==> src/rtl/stream_to_axi_pkg.sv <==
// Shared definitions for the stream-to-AXI4 write bridge.
//   - Header beat field offsets/widths (AW fields packed into the first beat)
//   - Bridge FSM state enumeration
//   - Response beat layout and a helper that assembles one response beat
package stream_to_axi_pkg;

    // Header beat layout
    localparam int unsigned HDR_ADDR_LSB  = 0;
    localparam int unsigned HDR_ADDR_W    = 32;
    localparam int unsigned HDR_LEN_LSB   = 32;
    localparam int unsigned HDR_LEN_W     = 8;
    localparam int unsigned HDR_SIZE_LSB  = 40;
    localparam int unsigned HDR_SIZE_W    = 3;
    localparam int unsigned HDR_BURST_LSB = 43;
    localparam int unsigned HDR_BURST_W   = 2;
    localparam int unsigned HDR_ID_LSB    = 45;

    // Response beat layout: {1'b0, frame_err_of_txn, bresp, bid}
    localparam int unsigned RSP_W        = 8;
    localparam int unsigned RSP_ID_LSB   = 0;
    localparam int unsigned RSP_ID_W     = 4;
    localparam int unsigned RSP_RESP_LSB = 4;
    localparam int unsigned RSP_RESP_W   = 2;
    localparam int unsigned RSP_ERR_BIT  = 6;

    typedef enum logic [2:0] {
        ST_IDLE,
        ST_AW,
        ST_W,
        ST_PAD,
        ST_DRAIN,
        ST_B
    } state_t;

    function automatic logic [RSP_W-1:0] rsp_beat(
        input logic                  err,
        input logic [RSP_RESP_W-1:0] resp,
        input logic [RSP_ID_W-1:0]   id
    );
        logic [RSP_W-1:0] b;
        b                             = '0;
        b[RSP_ID_LSB +: RSP_ID_W]     = id;
        b[RSP_RESP_LSB +: RSP_RESP_W] = resp;
        b[RSP_ERR_BIT]                = err;
        return b;
    endfunction

endpackage

==> src/rtl/stream_to_axi_wr_reg_slice.sv <==
// axis_reg_slice: single-stage registered valid/ready slice.
// Ports:
//   clk, rst_n            clock, synchronous active-low reset (empties the slice)
//   in_data/valid/ready   upstream side; in_ready = !out_valid || out_ready
//   out_data/valid/ready  downstream side; out_data held stable while stalled
module axis_reg_slice #(
    parameter int unsigned W = 8
) (
    input  logic         clk,
    input  logic         rst_n,
    input  logic [W-1:0] in_data,
    input  logic         in_valid,
    output logic         in_ready,
    output logic [W-1:0] out_data,
    output logic         out_valid,
    input  logic         out_ready
);

    assign in_ready = !out_valid || out_ready;

    always_ff @(posedge clk) begin
        if (!rst_n) begin
            out_valid <= 1'b0;
            out_data  <= '0;
        end else if (in_valid && in_ready) begin
            out_valid <= 1'b1;
            out_data  <= in_data;
        end else if (out_ready) begin
            out_valid <= 1'b0;
        end
    end

endmodule

==> src/rtl/stream_to_axi_wr.sv <==
// stream_to_axi_wr: converts a command stream (one header beat followed by
// data beats) into a single AXI4 write burst, one transaction at a time.
// Ports:
//   aclk, aresetn        clock, synchronous active-low reset
//   s_axis_*             command stream in (header, then data beats)
//   m_axi_aw*            AXI4 write address channel
//   m_axi_w*             AXI4 write data channel (registered via axis_reg_slice)
//   m_axi_b*             AXI4 write response channel
//   m_axis_*             response stream out (only with STREAM_TO_AXI_WR_RESP_EN)
//   frame_err            sticky flag: stream tlast disagreed with AWLEN
// Build option: define STREAM_TO_AXI_WR_RESP_EN to forward each B response as
// a one-beat response stream; otherwise the B response is consumed silently.
module stream_to_axi_wr
    import stream_to_axi_pkg::*;
#(
    parameter int unsigned ADDR_W = 32,
    parameter int unsigned DATA_W = 64,
    parameter int unsigned ID_W   = 4
) (
    input  logic                aclk,
    input  logic                aresetn,
    input  logic [DATA_W-1:0]   s_axis_tdata,
    input  logic [DATA_W/8-1:0] s_axis_tkeep,
    input  logic                s_axis_tvalid,
    output logic                s_axis_tready,
    input  logic                s_axis_tlast,
    output logic [ADDR_W-1:0]   m_axi_awaddr,
    output logic [7:0]          m_axi_awlen,
    output logic [2:0]          m_axi_awsize,
    output logic [1:0]          m_axi_awburst,
    output logic [ID_W-1:0]     m_axi_awid,
    output logic                m_axi_awvalid,
    input  logic                m_axi_awready,
    output logic [DATA_W-1:0]   m_axi_wdata,
    output logic [DATA_W/8-1:0] m_axi_wstrb,
    output logic                m_axi_wlast,
    output logic                m_axi_wvalid,
    input  logic                m_axi_wready,
    input  logic [ID_W-1:0]     m_axi_bid,
    input  logic [1:0]          m_axi_bresp,
    input  logic                m_axi_bvalid,
    output logic                m_axi_bready,
`ifdef STREAM_TO_AXI_WR_RESP_EN
    output logic [7:0]          m_axis_tdata,
    output logic                m_axis_tvalid,
    input  logic                m_axis_tready,
    output logic                m_axis_tlast,
`endif
    output logic                frame_err
);

    localparam int unsigned STRB_W = DATA_W / 8;
    localparam int unsigned SL_W   = DATA_W + STRB_W + 1;

    state_t              state;
    logic [ADDR_W-1:0]   awaddr_q;
    logic [7:0]          awlen_q;
    logic [2:0]          awsize_q;
    logic [1:0]          awburst_q;
    logic [ID_W-1:0]     awid_q;
    logic                awvalid_q;
    logic [7:0]          cnt;
    logic                frame_err_q;
    logic                txn_err;
    logic                drain_done;
    logic                b_done;

    logic                sl_in_valid;
    logic                sl_in_ready;
    logic [SL_W-1:0]     sl_in_data;
    logic [SL_W-1:0]     sl_out_data;
    logic                sl_out_valid;

    logic                beat_last;
    logic                tready_int;
    logic                bready_int;
    logic                b_hs;
    logic                drain_fin;
    logic                resp_fin;
    logic                txn_fin;

`ifdef STREAM_TO_AXI_WR_RESP_EN
    logic                rsp_valid;
    logic [RSP_W-1:0]    rsp_data;
`endif

    assign beat_last = (cnt == awlen_q);

    always_comb begin
        tready_int  = 1'b0;
        bready_int  = 1'b0;
        sl_in_valid = 1'b0;
        sl_in_data  = {s_axis_tdata, s_axis_tkeep, beat_last};
        case (state)
            ST_IDLE:  tready_int = 1'b1;
            ST_W: begin
                tready_int  = sl_in_ready;
                sl_in_valid = s_axis_tvalid;
            end
            ST_PAD: begin
                sl_in_valid = 1'b1;
                sl_in_data  = {{(DATA_W + STRB_W){1'b0}}, beat_last};
            end
            ST_DRAIN: tready_int = !drain_done;
            default:  tready_int = 1'b0;
        endcase

        // B may be accepted while DRAIN is still discarding stream beats
        if (state == ST_B || state == ST_DRAIN) begin
`ifdef STREAM_TO_AXI_WR_RESP_EN
            bready_int = !b_done && (m_axis_tready || !rsp_valid);
`else
            bready_int = !b_done;
`endif
        end
        b_hs      = m_axi_bvalid && bready_int;
        drain_fin = drain_done || (state == ST_DRAIN && s_axis_tvalid && s_axis_tlast);
`ifdef STREAM_TO_AXI_WR_RESP_EN
        resp_fin  = b_done && (!rsp_valid || m_axis_tready);
`else
        resp_fin  = b_done || b_hs;
`endif
        txn_fin   = drain_fin && resp_fin;
    end

    always_ff @(posedge aclk) begin
        if (!aresetn) begin
            state       <= ST_IDLE;
            awaddr_q    <= '0;
            awlen_q     <= '0;
            awsize_q    <= '0;
            awburst_q   <= '0;
            awid_q      <= '0;
            awvalid_q   <= 1'b0;
            cnt         <= '0;
            frame_err_q <= 1'b0;
            txn_err     <= 1'b0;
            drain_done  <= 1'b0;
            b_done      <= 1'b0;
        end else begin
            case (state)
                ST_IDLE: begin
                    if (s_axis_tvalid) begin
                        awaddr_q  <= ADDR_W'(s_axis_tdata[HDR_ADDR_LSB +: HDR_ADDR_W]);
                        awlen_q   <= s_axis_tdata[HDR_LEN_LSB +: HDR_LEN_W];
                        awsize_q  <= s_axis_tdata[HDR_SIZE_LSB +: HDR_SIZE_W];
                        awburst_q <= s_axis_tdata[HDR_BURST_LSB +: HDR_BURST_W];
                        awid_q    <= s_axis_tdata[HDR_ID_LSB +: ID_W];
                        awvalid_q <= 1'b1;
                        cnt       <= '0;
                        txn_err   <= 1'b0;
                        state     <= ST_AW;
                    end
                end
                ST_AW: begin
                    if (m_axi_awready) begin
                        awvalid_q <= 1'b0;
                        state     <= ST_W;
                    end
                end
                ST_W: begin
                    if (s_axis_tvalid && sl_in_ready) begin
                        if (beat_last) begin
                            drain_done <= s_axis_tlast;
                            b_done     <= 1'b0;
                            if (s_axis_tlast) begin
                                state <= ST_B;
                            end else begin
                                frame_err_q <= 1'b1;
                                txn_err     <= 1'b1;
                                state       <= ST_DRAIN;
                            end
                        end else begin
                            cnt <= cnt + 8'd1;
                            if (s_axis_tlast) begin
                                frame_err_q <= 1'b1;
                                txn_err     <= 1'b1;
                                state       <= ST_PAD;
                            end
                        end
                    end
                end
                ST_PAD: begin
                    if (sl_in_ready) begin
                        if (beat_last) begin
                            drain_done <= 1'b1;
                            b_done     <= 1'b0;
                            state      <= ST_B;
                        end else begin
                            cnt <= cnt + 8'd1;
                        end
                    end
                end
                ST_DRAIN, ST_B: begin
                    if (drain_fin) drain_done <= 1'b1;
                    if (b_hs)      b_done     <= 1'b1;
                    if (txn_fin)        state <= ST_IDLE;
                    else if (drain_fin) state <= ST_B;
                end
                default: state <= ST_IDLE;
            endcase
        end
    end

`ifdef STREAM_TO_AXI_WR_RESP_EN
    always_ff @(posedge aclk) begin
        if (!aresetn) begin
            rsp_valid <= 1'b0;
            rsp_data  <= '0;
        end else if (b_hs) begin
            rsp_valid <= 1'b1;
            rsp_data  <= rsp_beat(txn_err, m_axi_bresp, RSP_ID_W'(m_axi_bid));
        end else if (m_axis_tready) begin
            rsp_valid <= 1'b0;
        end
    end

    assign m_axis_tdata  = rsp_data;
    assign m_axis_tvalid = aresetn && rsp_valid;
    assign m_axis_tlast  = 1'b1;
`else
    logic unused_b;
    assign unused_b = ^{m_axi_bid, m_axi_bresp, txn_err};
`endif

    axis_reg_slice #(
        .W (SL_W)
    ) u_w_slice (
        .clk       (aclk),
        .rst_n     (aresetn),
        .in_data   (sl_in_data),
        .in_valid  (sl_in_valid),
        .in_ready  (sl_in_ready),
        .out_data  (sl_out_data),
        .out_valid (sl_out_valid),
        .out_ready (m_axi_wready)
    );

    // Handshake outputs are forced low while reset is held, before the edge
    assign s_axis_tready = aresetn && tready_int;
    assign m_axi_awvalid = aresetn && awvalid_q;
    assign m_axi_wvalid  = aresetn && sl_out_valid;
    assign m_axi_bready  = aresetn && bready_int;

    assign m_axi_awaddr  = awaddr_q;
    assign m_axi_awlen   = awlen_q;
    assign m_axi_awsize  = awsize_q;
    assign m_axi_awburst = awburst_q;
    assign m_axi_awid    = awid_q;
    assign m_axi_wdata   = sl_out_data[SL_W-1 -: DATA_W];
    assign m_axi_wstrb   = sl_out_data[STRB_W:1];
    assign m_axi_wlast   = sl_out_data[0];
    assign frame_err     = frame_err_q;

endmodule

==> config.mk <==
export PLATFORM = sky130hd
export DESIGN_NAME = stream_to_axi_wr
export DESIGN_NICKNAME = d
export VERILOG_FILES = /design/src/rtl/stream_to_axi_pkg.sv /design/src/rtl/stream_to_axi_wr_reg_slice.sv /design/src/rtl/stream_to_axi_wr.sv
export SDC_FILE = /design/constraint.sdc
export NUM_CORES = 1
export LEC_CHECK = 0
export ABC_AREA = 1
export CORE_MARGIN = 2
export CORE_UTILIZATION = 45
export CTS_CLUSTER_SIZE = 40
export DETAILED_ROUTE_END_ITERATION = 12
export PLACE_DENSITY = 0.81
export SLEW_MARGIN = 20
export SYNTH_ARGS = -nofsm -noshare
export SYNTH_HDL_FRONTEND = slang
export SYNTH_SLANG_ARGS = --single-unit
export TNS_END_PERCENT = 20
==> constraint.sdc <==
create_clock -name aclk -period 2.15 [get_ports aclk]
set_clock_uncertainty 0.05 [all_clocks]
set_input_delay 0.3225 -clock aclk [delete_from_list [all_inputs] [get_ports aclk]]
set_output_delay 0.3225 -clock aclk [all_outputs]
set_load 0.01 [all_outputs]
# Word level (Yosys, flattened, before mapping)
# Index checks and enable logic that the tools add are counted.
# totals
register_bits	138
inputBits	85
wordCells	101
# classes
n_addsub	1
n_eq_ne	17
n_mux	39
n_reduce_logical	31
# op_table
cell	n
73-bit two-way mux	1
8-bit two-way mux	4
3-bit two-way mux	9
8-bit case mux with 3 select lines	1
1-bit two-way mux	18
2-bit inequality test (second input constant)	9
3-bit case mux with 5 select lines	1
4-bit AND reduction	3
1-bit logical AND	10
1-bit case mux with 3 select lines	3
8-bit by 1-bit adder with 8-bit output (second input constant)	1
8-bit equality test	1
7-bit AND reduction	1
3-bit by 2-bit equality test with 1-bit output (second input constant)	2
3-bit equality test (second input constant)	2
3-bit inequality test (second input constant)	2
6-bit AND reduction	1
2-bit nonzero test	3
3-bit nonzero test	2
1-bit logical OR	4
1-bit case mux with 2 select lines	2
3-bit by 1-bit equality test with 1-bit output (second input constant)	1
1-bit zero test	3
3-bit zero test	1
other kinds (3)	3

# Longest topological paths before layout
# Gate-level depths: netlist (run 1).
# depth
ltp_word	8
ltp_mapped	13

# By module
# Synthesis (run 1) repeated with hierarchy kept, for this count alone.
# hier_totals
cells_unflattened	990
area_unflattened_um2	6667.6
# by_module_without_submodules
module	instances	cells_each	area_per_inst_um2	seq_area_each_um2
stream_to_axi_wr	1	507	3340.7	1281.2
axis_reg_slice	1	483	3326.9	1481.4

# Worst setup path before layout (run 1)
# OpenSTA, ideal clock, no wires.
# synth_path
kind	register to register
startpoint	reg cnt[3]
endpoint	reg state[0]
setup_ps	138
t_arrival_ps	1510
slack_ps	451
path_stages_with_launch	11
path_buffers	1
period_less_slack_ps	1699
cell_sequence	dfxtp_1 buf_2 xnor2_1 nand2_1 nor2_1 nand2_1 ha_1 a21oi_1 nand3_1 nand2_1 a21oi_1
# synth_via
elab_chain_cells	4
word_cells_on_any_way	7
# synth_rtl
item	line_no	source
start: declaration	stream_to_axi_wr.sv:62	logic [7:0] cnt;
start signal: assignment	stream_to_axi_wr.sv:174	cnt <= cnt + 8'd1;
start signal: assignment	stream_to_axi_wr.sv:190	cnt <= cnt + 8'd1;
8-bit equality test *	stream_to_axi_wr.sv:87	assign beat_last = (cnt == awlen_q);
3-bit two-way mux	stream_to_axi_wr.sv:163	if (beat_last) begin
3-bit two-way mux	stream_to_axi_wr.sv:162	if (s_axis_tvalid && sl_in_ready) begin
3-bit case mux with 5 select lines	stream_to_axi_wr.sv:141	case (state)
end signal: assignment	stream_to_axi_wr.sv:152	state <= ST_AW;
end signal: assignment	stream_to_axi_wr.sv:167	state <= ST_B;
end signal: assignment	stream_to_axi_wr.sv:171	state <= ST_DRAIN;
end: declaration	stream_to_axi_wr.sv:55	state_t state;
# Every way passes the cells marked *; elsewhere a longest branch is shown, timed or not. The select of a mux whose other input is x is not followed.
# A chain may end at the register's enable or synchronous reset.

# Worst setup path in the final report (run 1)
# layout_path
startpoint	reg state[1]
endpoint	out s_axis_tready
# layout_via
elab_chain_cells	3
word_cells_on_any_way	5
# layout_rtl
item	line_no	source
start signal: assignment	stream_to_axi_wr.sv:128	state <= ST_IDLE;
start signal: assignment	stream_to_axi_wr.sv:152	
start signal: assignment	stream_to_axi_wr.sv:158	state <= ST_W;
3-bit equality test, or another cell as far along	stream_to_axi_wr.sv:94	case (state)
1-bit case mux with 3 select lines *	stream_to_axi_wr.sv:94	
1-bit logical AND *	stream_to_axi_wr.sv:240	assign s_axis_tready = aresetn && tready_int;
end: declaration	stream_to_axi_wr.sv:25	output logic s_axis_tready,
# Every way passes the cells marked *; elsewhere a longest branch is shown, timed or not.

==> results of run 1 <==
-- logic make-up after synthesis --
group | Yosys count | synth area share (%)
buffers and inverters | 78 | 7.41
and+or+nand+nor | 340 | 26.0
AOI/OAI and AO/OA | 159 | 18.1
DFF | 138 | 47.2
xor gates and xnor gates | 4 | 0.598
adders and majority gates | 3 | 0.641
-- state kept, by name (all words and copies together), names as in the netlist, 2 cells and up --
name                count
m_axi_awlen             8
state                   3
m_axi_awburst           2
u_w_slice.out_data     73
m_axi_awid              4
cnt                     8
m_axi_awaddr           32
m_axi_awsize            3
-- path summary, 6_finish.rpt --
path | endpoint | slack, ns | cells after the start
max reg2reg | state[0]$_SDFFE_PN0P_ | 0.24 | 9
min reg2reg | u_w_slice.out_data[50]$_SDFFE_PN0P_ | 0.41 | 2
min | b_done$_SDFFE_PN0P_ | 0.26 | 5
max | s_axis_tready | 0.22 | 5
-- stage by stage --
stage	utilization, %	hold WS (ns)	total power (W)	cell area (µm²)	setup WS (ns)
after CTS	68.5	0.240	0.00981	8680	0.0317
after detailed placement	63.8	0.405	0.00688	8090	0.0771
after floorplan	-	0.385	0.00527	5860	0.451
final	68.5	0.259	0.00974	8680	0.222
after global routing	68.5	0.251	0.0103	8680	0.0797
after global placement	63.8	0.398	0.00683	8090	0.0703
-- final cells by class --
type                            count  area [µm²]  share of cell area, %
Clock buffer                       21         440                   5.07
Clock inverter                     11         148                   1.70
Inverter                           37         144                   1.66
Multi-Input combinational cell    506        2670                   30.8
Sequential cell                   138        2760                   31.8
Tap cell                          172         215                   2.48
Timing Repair Buffer              227        2290                   26.4
-- Yosys cell counts --
cell type / n / area share [%]
inv_4: 1 / 0.11
nor3_1: 3 / 0.26
inv_2: 4 / 0.26
xor2_1: 1 / 0.15
buf_12: 7 / 2.4
a21oi_2: 70 / 10
a21oi_1: 27 / 2.3
dfxtp_1: 138 / 47
nor4_1: 1 / 0.11
nor2_1: 109 / 7.0
clkbuf_1: 20 / 1.3
buf_2: 11 / 0.94
or2_2: 1 / 0.11
inv_1: 32 / 2.1
nand2_2: 73 / 7.8
o21ai_0: 61 / 5.2
buf_8: 1 / 0.26
o2111ai_1: 1 / 0.15
nand4_1: 2 / 0.21
xnor2_1: 3 / 0.45
nand3_1: 17 / 1.5
nand2_1: 131 / 8.4
buf_1: 2 / 0.13
nor2_4: 2 / 0.38
nor2_8: 1 / 0.34
ha_1: 3 / 0.64
-- critical path, stage by stage, from the launching register on --
cell	delay, ns
dfxtp_1	0.32
buf_4	0.16
nor2_1	0.22
o21ai_0	0.15
a21oi_1	0.14
clkbuf_2	0.16
-- routing by layer --
metal	vias to the layer above	GRT usage, %	routed length, µm
met5	-	0	0
met4	0	8.66	414
met3	25	7.61	974
met2	146	41.1	8250
met1	2489	28.1	6880
li1	2715	-	-
-- power groups by stage --
| stage | Clock [W] | Sequential [W] | Combinational (W) |
|---|---|---|---|
| after floorplan | 0 | 0.00355 | 0.00172 |
| after detailed placement | 0 | 0.00338 | 0.00350 |
| after CTS | 0.00295 | 0.00334 | 0.00352 |
| after global placement | 0 | 0.00337 | 0.00345 |
| final | 0.00290 | 0.00335 | 0.00350 |
| after global routing | 0.00306 | 0.00341 | 0.00382 |
==> impl_metrics.yaml, run 1 <==
clocking:
  cts_tree: "yes"
  cts_resized: 3
  postCtsSetupBuffers: 0
  postCtsHoldBufs: 0
  numCtsBuffers: 17
  cts.htree.levels: 4
  cts-root-buf: "clkbuf_16"
  clock-sinks: 138
  path_clk_slew_ns: 0.05
  insertion_delay_ns: 0.41
  clk_path_buf_depth: 2
yosys:
  syn_inst: 722
  syn_nets: 810
  syn_area_um2: 5860
  ys_ff_latch: 138
  yosysSeqAreaShare_pct: 47.2
  syn_area_per_cell_um2: 8.11
  ys_warn_count: 0
  synthDistinctLibCells: 26
hold_path:
  holdCritPathClass: "primary input to register"
  hold_start: "aresetn"
sta:
  tns_ns: 0
  finalHoldViolCount: 0
  period_share_pct: 89.7
  rsz0062_at_grt: "no"
  tightest_slew_ns: 1.01
  max-slew-margin-rel_pct: 32.8
  setup_viol: 0
  slew_violations: 0
  fin_crit_ns: 1.93
  max_freq_ghz: 0.519
floorplanning:
  core-area_um2: 12700
  core.rowCount: 41
  start_util_pct: 46.2
  die-area_um2: 13900
  die_w_um: 118
  io_pins: 212
  chipHeight_um: 118
layout:
  syn2layout_area_growth_pct: 48.2
  num-fill-cells: 1028
  layout_commonest_cell: "clkdlybuf4s50_1"
  fin_cells: 1112
  layout_common_cells: "clkdlybuf4s50_1 (202), dfxtp_1 (137), nand2_1 (131)"
  diodes: 0
  nets: 1015
  drive_gt1_share_pct: 22.1
critical_path:
  crit_start: "state[1]$_SDFFE_PN0P_"
  r2r-start: "cnt[3]$_SDFFE_PN0P_"
  start_kind: "register"
  cp-end-kind: "output port"
  criticalPathCategory: "register to output port"
  cp.arrival_ns: 1.56
  critPathRequiredTime_ns: 1.78
  cp_max_fo: 6
drt:
  drtIter0Drc: 350
  drt-wirelength-per-cell_um: 14.9
  drc: 0
  dr.pass1.iters: 4
  totalWireLength_um: 16500
  ant_nets: 0
  viasPerCell: 4.83
  num_vias: 5375
power:
  combPwrFrac_pct: 35.9
  internal_power_w: 0.00645
  max-vdd-ir-drop_mv: 0.713
  seq_power_share_pct: 34.4
  leakagePower_nw: 3.20
  p_sw_share_pct: 33.8
  p_sw_w: 0.00329
  clock_power_share_pct: 29.8
  cellPowerDensity_nw_per_um2: 1120
flow_run:
  cap_violations: 0
global_route:
  grt_pass1_vias: 5262
  track_usage_pct: 24.0
  antenna_found_initial: 0
  overflow: 0
  grt_max_degree: 61
  grt_pass1_wl_um: 26700
place:
  dp_cells: 1080
  hpwl_um: 11200
  gp_congestion: 0.939
  port_buffers: 205
status:
  status: "complete, no violations"
Note: power is estimated with default switching activity, not from simulation.
==> run 2: changes to the inputs <==
CORE_UTILIZATION = 25   (was 45)
CTS_BUF_LIST = sky130_fd_sc_hd__clkbuf_4 sky130_fd_sc_hd__clkbuf_8   (was not set)
PLACE_DENSITY = 0.5   (was 0.81)
==> run 2 against run 1 <==
- count of clock-buffer cells in the layout fell by 4
- maximum frequency is 0.14% lower
- register-to-register slack got worse by 0.02 ns
- setup slack worse by 0.0027 ns
- total power is 5.0% lower
- hold slack got worse by 0.078 ns
- first-iteration DRC count fell by 36%
- clock power decreased by 20%
- cell area grew 1.1%
- non-clock buffer count grew 6
- sequential share of layout area fell by 0.31 points
- sequential power about the same
- critical path type unchanged
- critical endpoint unchanged
- highest routed layer unchanged
==> impl_metrics.yaml, run 2 (same netlist as run 1, synthesis figures left out) <==
status:
  status: "complete, no violations"
power:
  max-vdd-ir-drop_mv: 0.438
  leakagePower_nw: 3.15
  cellPowerDensity_nw_per_um2: 1050
drt:
  viasPerCell: 4.18
  num_vias: 5286
  drc: 0
  drtIter0Drc: 223
  ant_nets: 0
  totalWireLength_um: 18500
  dr.pass1.iters: 5
  drt-wirelength-per-cell_um: 14.6
clocking:
  cts.htree.levels: 4
  cts_tree: "yes"
  clock-sinks: 138
  numCtsBuffers: 17
  cts-root-buf: "clkbuf_8"
  insertion_delay_ns: 0.44
  clk_path_buf_depth: 2
  path_clk_slew_ns: 0.09
place:
  gp_congestion: 0.816
  hpwl_um: 12500
  port_buffers: 205
global_route:
  grt_pass1_wl_um: 28900
  grt_pass1_vias: 5189
  grt_max_degree: 79
  antenna_found_initial: 0
  overflow: 0
  track_usage_pct: 15.2
critical_path:
  start_kind: "register"
  criticalPathCategory: "register to output port"
  critPathRequiredTime_ns: 1.78
  crit_top_cell: "inv_1"
  ff2ff_path_depth: 10
  cp_max_fo: 3
  cp.buffers_inverters: 3
  cp_cell_sequence: "inv_1 > nor2_1 > nand2_1 > inv_1 > o21ai_0 > a21oi_1 > clkbuf_2"
  slowest_delay_ns: 0.38
  rrSetupSlack_ns: 0.22
  cp.arrival_ns: 1.56
  r2r-start: "cnt[0]$_SDFFE_PN0P_"
  r2r-end: "state[0]$_SDFFE_PN0P_"
  critPathSlowestCell: "dfxtp_2"
  path_delay_family: "flip-flops"
  cp-end-kind: "output port"
sta:
  period_share_pct: 89.8
  rsz0062_at_grt: "no"
  max_freq_ghz: 0.518
  max-slew-margin-rel_pct: 61.0
  tns_ns: 0
  slew_violations: 0
  finalHoldViolCount: 0
  setup_viol: 0
  fin_hold_ws_ns: 0.181
  tightest_slew_ns: 0.585
  fin_crit_ns: 1.93
hold_path:
  hold_start: "aresetn"
  holdCritPathClass: "primary input to register"
  holdPathStages: 3
  min_to: "u_w_slice.out_data[47]$_SDFFE_PN0P_"
layout:
  drive_gt1_share_pct: 23.2
  syn2layout_area_growth_pct: 49.8
  final-seq-area_um2: 2770
  multi_input_area_um2: 2670
  layout_common_cells: "clkdlybuf4s50_1 (202), dfxtp_1 (136), nand2_1 (131)"
  nets: 1021
  layout_commonest_cell: "clkdlybuf4s50_1"
  diodes: 0
  largest_reg_flops: 73
  largest-register: "u_w_slice.out_data"
  num-fill-cells: 2469
floorplanning:
  core.rowCount: 56
  die-area_um2: 24700
  chipHeight_um: 157
  die_w_um: 157
  start_util_pct: 25.2
  core-area_um2: 23300
  io_pins: 212
flow_run:
  cap_violations: 0
-- run 2: changes by cell type in the layout (fill, tap and decap cells not counted), sizes merged --
cell	change
clkbuf	-4
clkinvlp	+5
inv	+4
clkinv	-5
buf	+6
-- run 2: worst register-to-register path, cell delays in order, from the launching register on --
cell and delay [ns]:
dfxtp_1 0.44, nand2_1 0.08, nand2_1 0.07, nand2_1 0.05
nor2_1 0.22, nand2_1 0.15, ha_1 0.20, a21oi_1 0.29
nand3_1 0.15, nand2_1 0.08, a21oi_1 0.06
-- run 2: report_power, final --
group | total (W) | switching (W) | internal (W)
Clock | 0.00231 | 0.00114 | 0.00117
Sequential | 0.00335 | 0.000296 | 0.00305
Combinational | 0.00359 | 0.00197 | 0.00162
-- run 2: how the worst max path moves through the flow --
stage,from,depth (start not counted),slack (ns),endpoint
floorplan,cnt[3]$_SDFFE_PN0P_,10,0.45,state[0]$_SDFFE_PN0P_
global placement,m_axi_wready,6,0.05,s_axis_tready
detailed placement,m_axi_wready,6,0.06,s_axis_tready
CTS,state[2]$_SDFFE_PN0P_,7,0.07,s_axis_tready
global route,state[2]$_SDFFE_PN0P_,7,0.02,s_axis_tready
finish,state[2]$_SDFFE_PN0P_,7,0.22,s_axis_tready
-- run 2: cell type report --
class,count,area share [%]
Sequential cell,138,31.5
Timing Repair Buffer,233,26.9
Clock buffer,17,2.67
Tap cell,319,4.55
Clock inverter,15,2.20
Inverter,37,1.64
Multi-Input combinational cell,506,30.5
-- run 2: layer usage --
layer | track usage, % | routed length, µm | up-vias
li1 | - | - | 2730
met1 | 18.8 | 8320 | 2425
met2 | 25.0 | 8850 | 118
met3 | 5.09 | 1030 | 13
met4 | 4.72 | 306 | 0
met5 | 0 | 0 | -
-- run 2: timing repair --
| item | in CTS | in global routing |
|---|---|---|
| hold buffers | 0 | 0 |
| setup buffers | 0 | 0 |
| endpoints found under the setup margin | 2 | 1 |
| pin swaps | 0 | 0 |
| resized for setup | 6 | 2 |
-- run 2: stage by stage --
stage          setup slack (ns)  std cells  util (%)  area, µm²  total power (W)
3_3_place_gp             0.0511       1233      35.9       8340          0.00705
3_5_place_dp             0.0638       1233      35.9       8340          0.00704
6_report                  0.219       1265      37.7       8770          0.00925
2_1_floorplan             0.451        722         -       5860          0.00527
4_1_cts                  0.0729       1265      37.7       8780          0.00941
5_1_grt                  0.0191       1265      37.7       8770          0.00989
==> run 3: changes to the inputs <==
GPL_TIMING_DRIVEN = 0   (was not set)
SLEW_MARGIN = not set   (was 20)
==> run 3 against run 2 <==
- count of clock-buffer cells in the layout grew 3
- critical path depth unchanged
- cell count increased by 1.2%
- core utilization fell by 0.19 points
- register-to-register slack about the same
- non-clock buffer count grew 15
- largest cell class unchanged
- largest power group unchanged
==> impl_metrics.yaml, run 3 (same netlist as run 1, synthesis figures left out) <==
sta:
  setup_viol: 0
  max-slew-margin-rel_pct: 41.9
  tightest_slew_ns: 0.871
  final.setup.worst_slack_ns: 0.0794
  slew_violations: 0
  rsz0062_at_grt: "yes"
  finalHoldViolCount: 0
  period_share_pct: 96.3
  fin_crit_ns: 2.07
  tns_ns: 0
  max_freq_ghz: 0.483
place:
  dp_cells: 1246
  hpwl_um: 14500
  pre_cts_ws_ns: -1.12
  port_buffers: 205
  gp_congestion: 0.836
hold_path:
  holdCritPathClass: "primary input to register"
  hold_start: "s_axis_tkeep[3]"
  holdPathStages: 3
  min_to: "u_w_slice.out_data[4]$_SDFFE_PN0P_"
global_route:
  track_usage_pct: 16.0
  antenna_found_initial: 0
  overflow: 0
  grt_max_degree: 17
  grt_pass1_wl_um: 30100
  grt_pass1_vias: 5253
critical_path:
  worst-path-stages: 7
  cp_max_fo: 9
  ff2ff_path_depth: 6
  slowest_delay_ns: 0.39
  critPathRequiredTime_ns: 1.78
  rrSetupSlack_ns: 0.22
  cp-end-kind: "output port"
  critPathSlowestCell: "dfxtp_4"
  r2r-end: "m_axi_awburst[0]$_SDFFE_PN0P_"
  cp.arrival_ns: 1.70
  criticalPathCategory: "register to output port"
  cp.buffers_inverters: 3
  path_delay_family: "flip-flops"
  r2r-start: "state[0]$_SDFFE_PN0P_"
  start_kind: "register"
  cp_cell_sequence: "inv_2 > nor2_4 > inv_4 > nor2_8 > nand2_2 > a21oi_2 > buf_2"
floorplanning:
  die_w_um: 157
  core-area_um2: 23300
  start_util_pct: 25.2
  chipHeight_um: 157
  io_pins: 212
  core.rowCount: 56
  die-area_um2: 24700
drt:
  drt-wirelength-per-cell_um: 15.2
  drtIter0Drc: 233
  viasPerCell: 4.18
  dr.pass1.iters: 4
  num_vias: 5344
  ant_nets: 0
  drc: 0
  totalWireLength_um: 19500
clocking:
  insertion_delay_ns: 0.44
  cts-root-buf: "clkbuf_8"
  cts_tree: "yes"
  clock-sinks: 138
  path_clk_slew_ns: 0.10
  postCtsHoldBufs: 0
  clk_path_buf_depth: 2
  numCtsBuffers: 17
  cts.htree.levels: 4
flow_run:
  cap_violations: 0
layout:
  nets: 1036
  layout_common_cells: "clkdlybuf4s50_1 (202), dfxtp_1 (136), nand2_1 (130)"
  layout_commonest_cell: "clkdlybuf4s50_1"
  largest-register: "u_w_slice.out_data"
  diodes: 0
  drive_gt1_share_pct: 22.7
  syn2layout_area_growth_pct: 49.1
  fin_cells: 1280
  largest_reg_flops: 73
power:
  max-vdd-ir-drop_mv: 0.389
  cellPowerDensity_nw_per_um2: 1030
  leakagePower_nw: 3.12
status:
  status: "complete, no violations"
## run 3: cell count changes in the layout (fill, tap and decap cells not counted), moves of 4 or more
cell	change
clkbuf_1	+17
buf_4	-16
buf_2	+11
clkinvlp_4	-5
clkbuf_4	+4
clkinv_4	+4
## run 3: timing repair
item / in CTS / in global routing
setup buffers: 0 / 2
resized for setup: 17 / 5
pin swaps: 0 / 1
endpoints found under the hold margin: 0 / 0
setup endpoints to repair: 34 / 5
## run 3: how the worst max path moves through the flow
stage,from,to,slack (ns)
2_1_floorplan,cnt[3]$_SDFFE_PN0P_,state[0]$_SDFFE_PN0P_,0.45
3_3_place_gp,aresetn,s_axis_tready,-1.13
3_5_place_dp,aresetn,s_axis_tready,-1.12
4_1_cts,state[2]$_SDFFE_PN0P_,s_axis_tready,-0.04
5_1_grt,state[1]$_SDFFE_PN0P_,s_axis_tready,-0.007
6_report,state[1]$_SDFFE_PN0P_,s_axis_tready,0.08
## run 3: cell type report
| type | count | area, µm² |
|---|---|---|
| fillers | 2506 | 14500 |
| flip-flops and latches | 138 | 2770 |
| multi-input cells | 506 | 2690 |
| repair buffers | 207 | 2060 |
| well taps | 319 | 399 |
| plain buffers | 41 | 303 |
| clock buffers | 20 | 256 |
| inverters | 37 | 141 |
| clock inverters | 12 | 118 |
## run 3: worst min-delay path: cells and delay by family
family | cells | cell delay [ns]
compound gates | 1 | 0.04
simple gates | 1 | 0.07
buf+inv | 1 | 0.41
## run 3: per-layer routing
| layer | wire length, µm | track usage (%) | vias up |
|---|---|---|---|
| met5 | 0 | 0 | - |
| met2 | 9220 | 26.0 | 104 |
| met1 | 8830 | 20.2 | 2449 |
| met3 | 1070 | 5.04 | 20 |
| li1 | - | - | 2771 |
| met4 | 357 | 5.02 | 0 |
## run 3: through the flow
stage	hold slack (ns)	instance area, µm²	power (W)	utilization [%]
after detailed placement	0.405	8310	0.00694	35.7
after floorplan	0.385	5860	0.00527	-
after CTS	0.352	8710	0.00906	37.4
after global routing	0.357	8730	0.00957	37.5
final	0.381	8730	0.00897	37.5
after global placement	0.399	8310	0.00693	35.7
## run 3: power breakdown
| part | internal, W | total [W] | switching (W) |
|---|---|---|---|
| clock network | 0.000966 | 0.00207 | 0.00110 |
| logic | 0.00155 | 0.00355 | 0.00201 |
| registers | 0.00305 | 0.00335 | 0.000295 |
==> patch 1: new RTL, config.mk and constraints of run 1 <==
Change the package constant `HDR_LEN_LSB` from 32 to 16.
--- a/src/rtl/stream_to_axi_pkg.sv
+++ b/src/rtl/stream_to_axi_pkg.sv
@@ -8,5 +8,5 @@
     localparam int unsigned HDR_ADDR_LSB  = 0;
     localparam int unsigned HDR_ADDR_W    = 32;
-    localparam int unsigned HDR_LEN_LSB   = 32;
+    localparam int unsigned HDR_LEN_LSB   = 16;
     localparam int unsigned HDR_LEN_W     = 8;
     localparam int unsigned HDR_SIZE_LSB  = 40;
Function: changed (Yosys sat finds a counterexample within 4 cycles, from zero or initial values and one cycle with aresetn low).
==> patch 1 against run 1 <==
First-iteration DRC count is 19% lower. Total power is 6.3% lower. Non-clock buffer count is 8 lower. Wire length is 6.1% lower. Hold slack better by 140 ps. Synthesized cell count is 5.1% lower. Sequential share of layout area is 1.4 points higher. Sequential cell count is 8 lower. Cell area is 9.7% lower. Synthesized area is 13% lower. Setup slack worse by 140 ps. Utilization is 3.2 points higher. Largest cell class unchanged.
==> patch 1: results (changes against run 1) <==
Hold endpoint: frame_err$_SDFFE_PN0P_
Hold_sp: frame_err$_SDFFE_PN0P_
DPL Wire Length: 10.80 mm (-3.8%)
Post_cts resized: 4 (+1)
Overall Power: 9.130 mW (-6.3%)
Status: complete, no violations
TritonRoute pass-1 iters: 5 (+1)
Post-synthesis cell type count: 23 (-12%)
Switching part of the total power: 31.41% (-2.4 points)
Worst slew pin tran: 774.8 ps (-233.5 ps)
Vias in the first global route: 5033 (-4.4%)
GRT Total Usage: 25.79% (+1.8 points)
Drt first-iter violations: 284 (-19%)
Root buffer cell: clkbuf_16
Leak pwr: 3.004 nW (-6.1%)
Syn Nets: 773 (-4.6%)
R2R Path End: state[1]$_SDFFE_PN0P_
Clock H-tree levels: 4 (unchanged)
Top Layer Used: met4
Met1 Use GR: 27.52% (-0.60 points)
Worst hold stages: 2 (-3)
Clk_lat worst skew: 420 ps
R2R Setup Slk: 180 ps (-60 ps)
Met3 wire length: 1.370 mm (+41%)
Area contributors post-synth: dfxtp_1 (51%), nand2_1 (15%), a21oi_1 (9.4%)
Clock transition at path regs: 50 ps (about the same)
Largest net degree at the start of global routing: 72 (+18%)
P_seq: 3.11 mW (-7.2%)
Logic pwr share: 31.6% (-4.3 points)
Worst reg2reg path depth: 11 (+2)
First-pass GRT wire length: 24.05 mm (-10%)
Seq/Total Area, Yosys: 51.17% (+4.0 points)
GR Util met2: 44.48% (+3.3 points)
Share of cells above drive strength 1: 6.966% (-15 points)
M3 GR Usage: 11.82% (+4.2 points)
Cts bufs inserted: 17 (unchanged)
Nets: 965 (-4.9%)
Worst EP arrival: 1700 ps (+140 ps)
CTS max path bufs: 2 (unchanged)
Most frequent cells after synthesis: nand2_1 (198), dfxtp_1 (130), a21oi_1 (96), nor2_1 (88), o21ai_0 (42)
Metal2 WL: 7.677 mm (-6.9%)
DRT met1 WL: 6.135 mm (-11%)
Routed wire per std cell: 15.07 um (+1.4%)
Worst r2r src: cnt[4]$_SDFFE_PN0P_
Worst vdd ir: 0.7426 mV (+4.1%)
Drt via density: 5.027 (+4.0%)
RD Place Congestion: 0.9198 (-2.0%)
Min-delay worst type: flop to flop
Most flop-heavy register: u_w_slice.out_data
==> patch 1: cell families (layout without fill, tap and decap cells) <==
kind of cell | after synthesis | after routing | share of synthesized area (%)
flip-flops | 130 | 130 | 51.17
buffers and inverters | 86 | 291 | 8.192
AO/OA/AOI/OAI | 147 | 147 | 14.51
XOR/XNOR | 5 | 5 | 0.8612
AND/OR/NAND/NOR | 314 | 314 | 24.53
adder cells (fa/ha/maj) | 3 | 3 | 0.7381
==> patch 1: worst max-delay path: stages <==
cell and delay (ps):
clkdlybuf4s50_1 540, buf_4 180, nand2_1 60, inv_1 70
clkdlybuf4s50_1 530
==> patch 1: cell type report <==
cell class,count,area [sq um]
Fill cell,867,3099
Timing Repair Buffer,219,2188
Clock inverter,11,182.7
Tap cell,140,175.2
Inverter,40,150.1
Clock buffer,21,460.4
Sequential cell,130,2604
Multi-Input combinational cell,469,2076
==> patch 1: worst max path at each step <==
stage / startpoint / endpoint / slack (ps) / cells past startpoint
2_1_floorplan: m_axi_awaddr[23]$_SDFFE_PN0P_ / state[1]$_SDFFE_PN0P_ / 490 / 9
3_3_place_gp: m_axi_wready / s_axis_tready / 70 / 6
3_5_place_dp: aresetn / cnt[3]$_SDFFE_PN0P_ / 30 / 6
4_1_cts: state[1]$_SDFFE_PN0P_ / s_axis_tready / 60 / 7
5_1_grt: cnt[5]$_SDFFE_PN0P_ / cnt[5]$_SDFFE_PN0P_ / 10 / 11
6_report: aresetn / m_axi_awvalid / 80 / 5
==> patch 1: through the flow <==
step	std cells	cell area, sq um	setup slack (ps)	hold WS (ps)
after CTS	1030	7836	59.09	396.5
final	1030	7836	77.32	401.5
after floorplan	685	5086	490.5	401.6
after global placement	998	7192	74.72	390.4
after global routing	1030	7836	11.59	416.5
after detailed placement	998	7192	26.77	392.7
==> patch 2: new RTL, flow settings as in run 1 <==
Made on the original files. Re-encode `state_t` (6 states) as one-hot, 6 bits wide.
--- a/src/rtl/stream_to_axi_pkg.sv
+++ b/src/rtl/stream_to_axi_pkg.sv
@@ -24,11 +24,11 @@
     localparam int unsigned RSP_ERR_BIT  = 6;
 
-    typedef enum logic [2:0] {
-        ST_IDLE,
-        ST_AW,
-        ST_W,
-        ST_PAD,
-        ST_DRAIN,
-        ST_B
+    typedef enum logic [5:0] {
+        ST_IDLE  = 6'b000001,
+        ST_AW    = 6'b000010,
+        ST_W     = 6'b000100,
+        ST_PAD   = 6'b001000,
+        ST_DRAIN = 6'b010000,
+        ST_B     = 6'b100000
     } state_t;
 
Function: same outputs for any inputs over 4 cycles, from zero or initial values and one cycle with aresetn low; so few cycles prove little.
==> patch 2 against run 1 <==
Cell area shrank 1.1%. Synthesized area shrank 3.0%. Sequential cell count grew 3. Setup slack lost 84 ps. Count of clock-buffer cells in the layout grew 6. Largest cell class unchanged. Total power shrank 2.0%. Hold slack gained 14 ps. Critical path depth grew 3. Wire length grew 0.85%.
==> patch 2: results (changes against run 1) <==
Final setup fails: 0 (unchanged)
CTS max path bufs: 2 (unchanged)
Post-synthesis cell type count: 30 (+15%)
Cts bufs inserted: 17 (unchanged)
Clk_lat worst skew: 420 ps
Vias in the first global route: 5244 (-0.34%)
Worst vdd ir: 0.7472 mV (+4.7%)
Worst EP arrival: 1640 ps (+80 ps)
First-pass GRT wire length: 26.01 mm (-2.7%)
DRT met1 WL: 7.074 mm (+2.8%)
Asr flop ratio synth: 0% (unchanged)
Top_reg_cell synth: dfxtp_1
Ant diodes: 0 (unchanged)
Initial antenna violation count: 0 (unchanged)
Worst slew pin tran: 942.2 ps (-65.99 ps)
CP max stage cell: dfxtp_1
Nets: 1069 (+5.3%)
Synthesis Warnings: 0 (unchanged)
Metal2 WL: 7.848 mm (-4.9%)
CP max stage delay: 350 ps (+30 ps)
Drt first-iter violations: 362 (+3.4%)
Most flop-heavy register: u_w_slice.out_data
Area contributors post-synth: dfxtp_1 (50%), nand2_1 (14%), a21oi_1 (8.4%)
Status: complete, no violations
RD Place Congestion: 0.9107 (-3.0%)
Min-delay worst type: input port to flop
Routed wire per std cell: 14.30 um (-3.7%)
Most frequent cells after synthesis: nand2_1 (214), dfxtp_1 (141), nor2_1 (115), a21oi_1 (95), o21ai_0 (57)
Met3 wire length: 1.361 mm (+40%)
# Post-CTS Setup Buffers: 4 (+4)
GRT Total Usage: 24.65% (+0.62 points)
DPL Wire Length: 11.12 mm (-0.91%)
Setup WS pre-CTS: 80.54 ps (+3.412 ps)
Top Layer Used: met4
Maximum fanout along the worst path: 4 (-2)
Share of cells above drive strength 1: 8.459% (-14 points)
Syn Nets: 862 (+6.4%)
Post_cts resized: 11 (+8)
Leak pwr: 3.353 nW (+4.8%)
DP Area: 7920 sq um (-2.1%)
Largest net degree at the start of global routing: 84 (+38%)
TritonRoute pass-1 iters: 5 (+1)
Clock H-tree levels: 4 (unchanged)
Crit-path leading delay family: simple AND/OR/NAND/NOR gates
Clock transition at path regs: 60 ps
Seq/Total Area, Yosys: 49.69% (+2.5 points)
Root buffer cell: clkbuf_16
Number of flip-flops in the largest register: 73 (unchanged)
PortBufs: 205 (unchanged)
Routed vias: 5684 (+5.7%)
-- patch 2: report_power, final --
group	switching (mW)	total (mW)	internal (mW)
logic	1.75	3.23	1.48
registers	0.279	3.36	3.08
clock network	1.07	2.96	1.89
total	3.10	9.55	6.46
-- patch 2: layout make-up --
cell class	instances	area, sq um
repair buffers	231	2277
well taps	172	215.2
flip-flops and latches	141	2830
clock buffers	27	523.0
inverters	47	176.4
multi-input cells	542	2481
clock inverters	5	77.57
fillers	1063	3885
-- patch 2: path summary, 6_finish.rpt --
path	start	endpoint	slack, ps	cells past startpoint
hold reg to reg	frame_err$_SDFFE_PN0P_	frame_err$_SDFFE_PN0P_	410	2
setup reg to reg	cnt[5]$_SDFFE_PN0P_	state[5]$_SDFFE_PN0P_	230	12
setup / recovery	state[4]$_SDFFE_PN0P_	s_axis_tready	140	8
hold / removal	aresetn	awvalid_q$_SDFFE_PN0P_	270	3
-- patch 2: worst min-delay path: stages --
cell and delay (ps):
buf_2 150, nand2_1 120, o22ai_1 80
-- patch 2: stage by stage --
stage | std cells | total power [mW]
detailed placement | 1129 | 6.530
floorplan | 773 | 4.961
global route | 1165 | 10.08
global placement | 1129 | 6.487
finish | 1165 | 9.553
CTS | 1165 | 9.595
-- patch 2: logic make-up (layout without fill, tap and decap cells) --
| group | after synthesis | in the layout | synth area share [%] |
|---|---|---|---|
| and+or+nand+nor | 376 | 376 | 27.27 |
| buffers and inverters | 90 | 310 | 7.158 |
| AOI/OAI and AO/OA | 157 | 157 | 14.23 |
| adders and majority gates | 4 | 4 | 0.8811 |
| xor gates and xnor gates | 5 | 5 | 0.7709 |
| DFF | 141 | 141 | 49.69 |
-- patch 2: layer usage --
metal  vias to the layer above  track usage (%)
met4                         0            9.048
met5                         -                0
met3                        29            10.17
li1                       2882                -
met1                      2596            30.04
met2                       177            39.22
